## src/rtl/pipe_mult_sched_if.sv

```systemverilog
`default_nettype none
// ============================================================================
// Module      : pipe_mult_sched_if
// Description : Bundle of request, multiplier and result signals between the
//               pipe_mult_sched scheduler and its clients / multiplier chain.
//               Optional grant counters appear when PIPE_SCHED_PERF_EN is set.
// Revision    : 1.0 - initial release
// ============================================================================
interface pipe_mult_sched_if #(
    parameter int CNT_W = 3
);
    logic             en;
    logic             req0_valid;
    logic             req0_ready;
    logic [0:31]      req0_x;
    logic [0:31]      req0_y;
    logic             req1_valid;
    logic             req1_ready;
    logic [0:31]      req1_x;
    logic [0:31]      req1_y;
    logic [0:31]      mul_x;
    logic [0:31]      mul_y;
    logic [0:31]      mul_out;
    logic [0:31]      res_data;
    logic             res0_valid;
    logic             res1_valid;
    logic [CNT_W-1:0] inflight;
    logic             idle;
`ifdef PIPE_SCHED_PERF_EN
    logic [15:0]      grant0_cnt;
    logic [15:0]      grant1_cnt;

    // Scheduler side
    modport slave (
        input  en, req0_valid, req0_x, req0_y, req1_valid, req1_x, req1_y, mul_out,
        output req0_ready, req1_ready, mul_x, mul_y, res_data, res0_valid, res1_valid,
               inflight, idle, grant0_cnt, grant1_cnt
    );

    // Client / environment side
    modport master (
        output en, req0_valid, req0_x, req0_y, req1_valid, req1_x, req1_y, mul_out,
        input  req0_ready, req1_ready, mul_x, mul_y, res_data, res0_valid, res1_valid,
               inflight, idle, grant0_cnt, grant1_cnt
    );
`else
    // Scheduler side
    modport slave (
        input  en, req0_valid, req0_x, req0_y, req1_valid, req1_x, req1_y, mul_out,
        output req0_ready, req1_ready, mul_x, mul_y, res_data, res0_valid, res1_valid,
               inflight, idle
    );

    // Client / environment side
    modport master (
        output en, req0_valid, req0_x, req0_y, req1_valid, req1_x, req1_y, mul_out,
        input  req0_ready, req1_ready, mul_x, mul_y, res_data, res0_valid, res1_valid,
               inflight, idle
    );
`endif
endinterface
`default_nettype wire

```

## src/rtl/pipe_mult_sched.sv

```systemverilog
`default_nettype none
// ============================================================================
// Module      : pipe_mult_sched
// Description : Round-robin scheduler sharing one pipelined FP32 multiplier
//               between two requesters. Issues at most one operand pair per
//               cycle from registers, tracks each op with a tag shift register
//               and steers the result back to its issuer.
//               Optional macro PIPE_SCHED_PERF_EN adds per-requester grant
//               counters (grant0_cnt / grant1_cnt).
// Revision    : 1.0 - initial release
// ============================================================================
module pipe_mult_sched #(
    parameter int PIPE_LAT = 3,
    parameter int CNT_W    = 3
) (
    input  wire logic          clk,
    input  wire logic          rst,
    pipe_mult_sched_if.slave   bus
);

    localparam int TAG_N = PIPE_LAT + 1;

    // Grant logic signals
    logic w_req0;
    logic w_req1;
    logic w_xfer;
    logic w_gnt_id;

    // Registered state
    logic             rr_ptr_q,   rr_ptr_d;
    logic [0:31]      mul_x_q,    mul_x_d;
    logic [0:31]      mul_y_q,    mul_y_d;
    logic [TAG_N-1:0] tag_v_q,    tag_v_d;
    logic [TAG_N-1:0] tag_id_q,   tag_id_d;
    logic [CNT_W-1:0] inflight_q, inflight_d;

    logic w_last_v;
    logic w_last_id;

    // Grant arbitration: requests are masked while disabled or held in reset
    always_comb begin
        w_req0   = bus.en & bus.req0_valid & ~rst;
        w_req1   = bus.en & bus.req1_valid & ~rst;
        w_xfer   = w_req0 | w_req1;
        w_gnt_id = (w_req0 & w_req1) ? rr_ptr_q : w_req1;
    end

    assign bus.req0_ready = w_xfer & ~w_gnt_id;
    assign bus.req1_ready = w_xfer &  w_gnt_id;

    assign w_last_v  = tag_v_q[TAG_N-1];
    assign w_last_id = tag_id_q[TAG_N-1];

    // Next-state for pointer, issue registers, tag pipe and in-flight counter
    always_comb begin
        rr_ptr_d   = rr_ptr_q;
        mul_x_d    = mul_x_q;
        mul_y_d    = mul_y_q;
        inflight_d = inflight_q;

        if (w_xfer) begin
            rr_ptr_d = ~w_gnt_id;
            mul_x_d  = w_gnt_id ? bus.req1_x : bus.req0_x;
            mul_y_d  = w_gnt_id ? bus.req1_y : bus.req0_y;
        end

        // Tags advance every cycle; stage 0 is loaded alongside mul_x/mul_y
        if (TAG_N > 1) begin
            tag_v_d  = {tag_v_q[TAG_N-2:0],  w_xfer};
            tag_id_d = {tag_id_q[TAG_N-2:0], w_gnt_id};
        end else begin
            tag_v_d  = TAG_N'(w_xfer);
            tag_id_d = TAG_N'(w_gnt_id);
        end

        // Issue and retire in the same cycle cancel out
        case ({w_xfer, w_last_v})
            2'b10:   inflight_d = inflight_q + CNT_W'(1);
            2'b01:   inflight_d = inflight_q - CNT_W'(1);
            default: inflight_d = inflight_q;
        endcase
    end

    // State registers; reset discards every in-flight tag
    always_ff @(posedge clk or posedge rst) begin
        if (rst) begin
            rr_ptr_q   <= 1'b0;
            mul_x_q    <= 32'h0;
            mul_y_q    <= 32'h0;
            tag_v_q    <= '0;
            tag_id_q   <= '0;
            inflight_q <= '0;
        end else begin
            rr_ptr_q   <= rr_ptr_d;
            mul_x_q    <= mul_x_d;
            mul_y_q    <= mul_y_d;
            tag_v_q    <= tag_v_d;
            tag_id_q   <= tag_id_d;
            inflight_q <= inflight_d;
        end
    end

    assign bus.mul_x      = mul_x_q;
    assign bus.mul_y      = mul_y_q;
    assign bus.res_data   = bus.mul_out;
    assign bus.res0_valid = w_last_v & ~w_last_id;
    assign bus.res1_valid = w_last_v &  w_last_id;
    assign bus.inflight   = inflight_q;
    assign bus.idle       = (inflight_q == '0) & ~w_xfer;

`ifdef PIPE_SCHED_PERF_EN
    logic [15:0] grant0_cnt_q, grant0_cnt_d;
    logic [15:0] grant1_cnt_q, grant1_cnt_d;

    // Grant counters wrap naturally at 16 bits
    always_comb begin
        grant0_cnt_d = grant0_cnt_q + 16'(bus.req0_ready);
        grant1_cnt_d = grant1_cnt_q + 16'(bus.req1_ready);
    end

    // Grant counter registers
    always_ff @(posedge clk or posedge rst) begin
        if (rst) begin
            grant0_cnt_q <= 16'h0;
            grant1_cnt_q <= 16'h0;
        end else begin
            grant0_cnt_q <= grant0_cnt_d;
            grant1_cnt_q <= grant1_cnt_d;
        end
    end

    assign bus.grant0_cnt = grant0_cnt_q;
    assign bus.grant1_cnt = grant1_cnt_q;
`endif

endmodule
`default_nettype wire
```

## src/flat_wrapper.sv

```systemverilog
// flat-port wrapper written by rule: the top's interface ports become plain ports
module pipe_mult_sched_flat 
#(
    parameter int PIPE_LAT = 3,
    parameter int CNT_W    = 3
)
  (clk, rst, bus_en, bus_req0_valid, bus_req0_x, bus_req0_y, bus_req1_valid, bus_req1_x, bus_req1_y, bus_mul_out, bus_req0_ready, bus_req1_ready, bus_mul_x, bus_mul_y, bus_res_data, bus_res0_valid, bus_res1_valid, bus_inflight, bus_idle);
  pipe_mult_sched_if #(.CNT_W(CNT_W)) bus_i ();
  input  wire logic clk;
  input  wire logic rst;
  input wire logic [$bits(bus_i.en)-1:0] bus_en;
  input wire logic [$bits(bus_i.req0_valid)-1:0] bus_req0_valid;
  input wire logic [$bits(bus_i.req0_x)-1:0] bus_req0_x;
  input wire logic [$bits(bus_i.req0_y)-1:0] bus_req0_y;
  input wire logic [$bits(bus_i.req1_valid)-1:0] bus_req1_valid;
  input wire logic [$bits(bus_i.req1_x)-1:0] bus_req1_x;
  input wire logic [$bits(bus_i.req1_y)-1:0] bus_req1_y;
  input wire logic [$bits(bus_i.mul_out)-1:0] bus_mul_out;
  output wire logic [$bits(bus_i.req0_ready)-1:0] bus_req0_ready;
  output wire logic [$bits(bus_i.req1_ready)-1:0] bus_req1_ready;
  output wire logic [$bits(bus_i.mul_x)-1:0] bus_mul_x;
  output wire logic [$bits(bus_i.mul_y)-1:0] bus_mul_y;
  output wire logic [$bits(bus_i.res_data)-1:0] bus_res_data;
  output wire logic [$bits(bus_i.res0_valid)-1:0] bus_res0_valid;
  output wire logic [$bits(bus_i.res1_valid)-1:0] bus_res1_valid;
  output wire logic [$bits(bus_i.inflight)-1:0] bus_inflight;
  output wire logic [$bits(bus_i.idle)-1:0] bus_idle;
  assign bus_i.en = bus_en;
  assign bus_i.req0_valid = bus_req0_valid;
  assign bus_i.req0_x = bus_req0_x;
  assign bus_i.req0_y = bus_req0_y;
  assign bus_i.req1_valid = bus_req1_valid;
  assign bus_i.req1_x = bus_req1_x;
  assign bus_i.req1_y = bus_req1_y;
  assign bus_i.mul_out = bus_mul_out;
  assign bus_req0_ready = bus_i.req0_ready;
  assign bus_req1_ready = bus_i.req1_ready;
  assign bus_mul_x = bus_i.mul_x;
  assign bus_mul_y = bus_i.mul_y;
  assign bus_res_data = bus_i.res_data;
  assign bus_res0_valid = bus_i.res0_valid;
  assign bus_res1_valid = bus_i.res1_valid;
  assign bus_inflight = bus_i.inflight;
  assign bus_idle = bus_i.idle;
  pipe_mult_sched #(.PIPE_LAT(PIPE_LAT), .CNT_W(CNT_W)) u_core (.clk(clk), .rst(rst), .bus(bus_i));
endmodule
```

## config.mk

```make
export PLATFORM = sky130hd
export DESIGN_NAME = pipe_mult_sched_flat
export DESIGN_NICKNAME = d
export VERILOG_FILES = /design/src/rtl/pipe_mult_sched_if.sv /design/src/rtl/pipe_mult_sched.sv /design/src/flat_wrapper.sv
export SDC_FILE = /design/constraint.sdc
export NUM_CORES = 1
export LEC_CHECK = 0
export CAP_MARGIN = 0
export CELL_PAD_IN_SITES_DETAIL_PLACEMENT = 0
export CELL_PAD_IN_SITES_GLOBAL_PLACEMENT = 1
export CORE_ASPECT_RATIO = 0.5
export CORE_UTILIZATION = 26
export CTS_BUF_LIST = sky130_fd_sc_hd__clkbuf_4
export DETAILED_ROUTE_END_ITERATION = 6
export PLACE_DENSITY = 0.82
export SETUP_SLACK_MARGIN = 0.05
export SYNTH_ARGS = -nofsm -noshare
export SYNTH_HDL_FRONTEND = slang
export SYNTH_SLANG_ARGS = --single-unit
```

## constraint.sdc

```tcl
create_clock -name clk -period 2.7 [get_ports clk]
set_input_delay 0.405 -clock clk [delete_from_list [all_inputs] [get_ports clk]]
set_output_delay 0.405 -clock clk [all_outputs]
set_load 0.01 [all_outputs]
```

==> impl_metrics.json <==
{
  "antenna_left": 0,
  "grt.met3_usage_pct": 2.951,
  "setup_viol": 0,
  "crit_chain": "clkdlybuf4s50_1 > nand2b_2 > nor2_4 > nor4_1 > clkdlybuf4s50_1",
  "synth_compound_area_share_pct": 29.80,
  "power_density_nw_per_um2": 587.4,
  "hold_violations": 0,
  "seqCellArea_um2": 1902,
  "synth_top_family_by_area": "compound AO/OA/AOI/OAI gates",
  "num_rows": 31,
  "area_delta_synth_final_pct": 56.73,
  "synth_mux_area_share_pct": 0.2597,
  "setup_tns_ns": 0,
  "placed_cells": 709,
  "drc": 3,
  "critPathCaptureType": "primary output",
  "grt_busiest_layer": "met2",
  "synth_cells": 363,
  "ys_seq_area_share_pct": 49.33,
  "initial_core_util_pct": 26.65,
  "grt_pass1_vias": 3719,
  "rrSetupSlack_ns": 1.02,
  "r2r_cells": 5,
  "place_ws_ns": 0.1388,
  "violations": "design-rule violations",
  "io_buffers": 204,
  "fp.dieW_um": 174.2,
  "drtIter0Drc": 260,
  "layout_common_cells": "clkdlybuf4s50_1 (204), dfrtp_1 (76), a221o_1 (34), a21boi_0 (33), nor4_1 (31)",
  "cts_root_buf": "clkbuf_4",
  "grt_pass1_wl_um": 20760,
  "use_met1_pct": 22.66,
  "syn_area_um2": 3855,
  "required_ns": 2.30,
  "grt_usage_pct": 17.55,
  "clockBufferDepth": 2,
  "vias": 3639,
  "cap_viol_max_count": 0,
  "die_h_um": 88.10,
  "syn_avg_cell_area_um2": 10.62,
  "syn-num-nets": 530,
  "insertion_delay_ns": 0.45,
  "final_cells": 725,
  "slew_headroom_pct": 71.58,
  "vias_per_cell": 5.019,
  "final_area_um2": 6042,
  "yosys.area_share.adder_pct": 0.8439,
  "maxSlewViolCount": 0,
  "cp_slowest_cell": "clkdlybuf4s50_1",
  "r2r_start": "u_core.rr_ptr_q$_DFFE_PP0N_",
  "startpoint_type": "input port",
  "dr.pass1.iters": 7,
  "gr-total-overflow": 0,
  "slowest_delay_ns": 0.59,
  "wirelength_um": 13570,
  "fill_cells": 1349,
  "dp_hpwl_um": 9408,
  "power_leakage_uw": 0.002344,
  "status": "complete, but fails checks",
  "clock-sinks": 76,
  "antenna_found_initial": 0,
  "min_period_over_period_pct": 93.69,
  "crit_arrival_ns": 2.12,
  "antenna_cells": 0,
  "cts_resized": 0,
  "cts_made_buffers": 9,
  "multi_input_area_um2": 1505,
  "wl_per_cell_um": 18.72,
  "r2r_end": "u_core.bus.mul_x[11]$_DFFE_PP0N_",
  "ctsHoldBuffers": 0,
  "fin_nets": 689,
  "synthSimpleGateAreaFrac_pct": 7.270,
  "skew_ns": 0.01422,
  "fmax_ghz": 0.3953,
  "post_cts.repair.setup_buffers": 0,
  "met2_usage_pct": 29.99,
  "core_um2": 14470,
  "dieArea_um2": 15350,
  "ys_ff_latch": 76,
  "critPathCapture": "bus_idle",
  "place.gp.congestion": 0.8062,
  "placed_area_um2": 5878,
  "drive_gt1_share_pct": 7.970,
  "yosys_warnings": 0,
  "power_uw": 3549,
  "hold_path_class": "input port to asynchronous set/reset pin",
  "clk_pin_slew_ns": 0.13,
  "cpMostUsedCell": "clkdlybuf4s50_1",
  "ys_types": 31,
  "path_class": "input port to primary output",
  "grt_max_degree": 43,
  "ir_worst_vdd_mv": 0.1832,
  "htree_levels": 3,
  "worstPathMaxFanout": 8,
  "ios": 269,
  "rsz0062_at_grt": "no",
  "tightest_slew_ns": 0.4263,
  "fin_ws_ns": 0.1705,
  "synth-xor-area-share_pct": 0.6816,
  "layout_commonest_cell": "clkdlybuf4s50_1",
  "finalCriticalPeriod_ns": 2.530,
  "cts_tree": "yes",
  "critPathLaunch": "rst"
}
## cells by family (layout without fill, tap and decap cells)
kind of cell | Yosys count | count (layout)
xor+xnor | 3 | 3
flops | 76 | 76
buf+inv | 78 | 242
simple gates | 43 | 43
compound gates | 160 | 160
fa+ha+maj | 2 | 2
mux | 1 | 1
## cells in the mapped netlist
cell	instances	area share [%]
a211oi_4	1	0.52
a21boi_0	33	6.4
a21boi_1	1	0.19
a21o_1	1	0.19
a21oi_1	30	3.9
a221o_1	34	8.8
and2_1	1	0.16
buf_2	10	1.3
buf_4	34	6.6
buf_6	3	0.88
clkbuf_1	25	2.4
dfrtp_1	76	49
fa_1	1	0.52
ha_1	1	0.32
inv_1	4	0.39
inv_2	2	0.19
mux2i_1	1	0.26
nand2b_1	2	0.32
nor2_1	1	0.097
nor2_2	1	0.16
nor2_4	1	0.29
nor2b_1	3	0.49
nor3_1	1	0.13
nor3_4	1	0.42
nor4_1	31	5.0
o21ai_0	29	3.8
o21ai_1	1	0.13
o31ai_1	30	5.8
or2_1	1	0.16
xnor2_1	1	0.23
xor2_1	2	0.45
## per-layer routing
metal | part of all wire, % | wire length [um]
met5 | 0 | 0
met4 | 2.0 | 276
met3 | 4.3 | 580
met2 | 51 | 6985
met1 | 42 | 5727
## flip-flops by register name (all words and copies together) (netlist names)
| signal | count |
|---|---|
| u_core.tag_id_q | 4 |
| u_core.bus.mul_x | 32 |
| u_core.rr_ptr_q | 1 |
| u_core.tag_v_q | 4 |
| u_core.bus.inflight | 3 |
| u_core.bus.mul_y | 32 |
## through the flow
stage / hold slack (ns) / utilization, %
after floorplan: 0.3312 / -
after global placement: 0.3324 / 40.63
after detailed placement: 0.3389 / 40.63
after CTS: 0.2241 / 41.76
after global routing: 0.2320 / 41.76
final: 0.2517 / 41.76
## worst min-delay path by stage
stage	startpoint	to	cells past startpoint
after detailed placement	u_core.tag_id_q[1]$_DFF_PP0_	u_core.tag_id_q[2]$_DFF_PP0_	0
after floorplan	u_core.tag_id_q[0]$_DFF_PP0_	u_core.tag_id_q[1]$_DFF_PP0_	0
after global routing	rst	u_core.bus.mul_x[4]$_DFFE_PP0N_	2
final	rst	u_core.bus.mul_y[20]$_DFFE_PP0N_	2
after global placement	u_core.tag_id_q[0]$_DFF_PP0_	u_core.tag_id_q[1]$_DFF_PP0_	0
after CTS	rst	u_core.bus.mul_x[4]$_DFFE_PP0N_	2
## critical path: cells and delay by family
family,cells,cell delay (ns)
buffers and inverters,2,1.12
AND/OR/NAND/NOR,3,0.59
## final cells by class
class | count | area share [%]
clock buffers | 10 | 1.242
clock inverters | 6 | 1.470
inverters | 6 | 0.3935
multi-input cells | 209 | 24.91
flip-flops and latches | 76 | 31.48
well taps | 198 | 4.100
repair buffers | 220 | 36.41
## where the power goes
group	internal, uW	total, uW	switching, uW
clock network	385	823	438
registers	1350	1470	125
logic	742	1260	514
total	2470	3550	1080
Note: power is estimated with default switching activity, not from simulation.
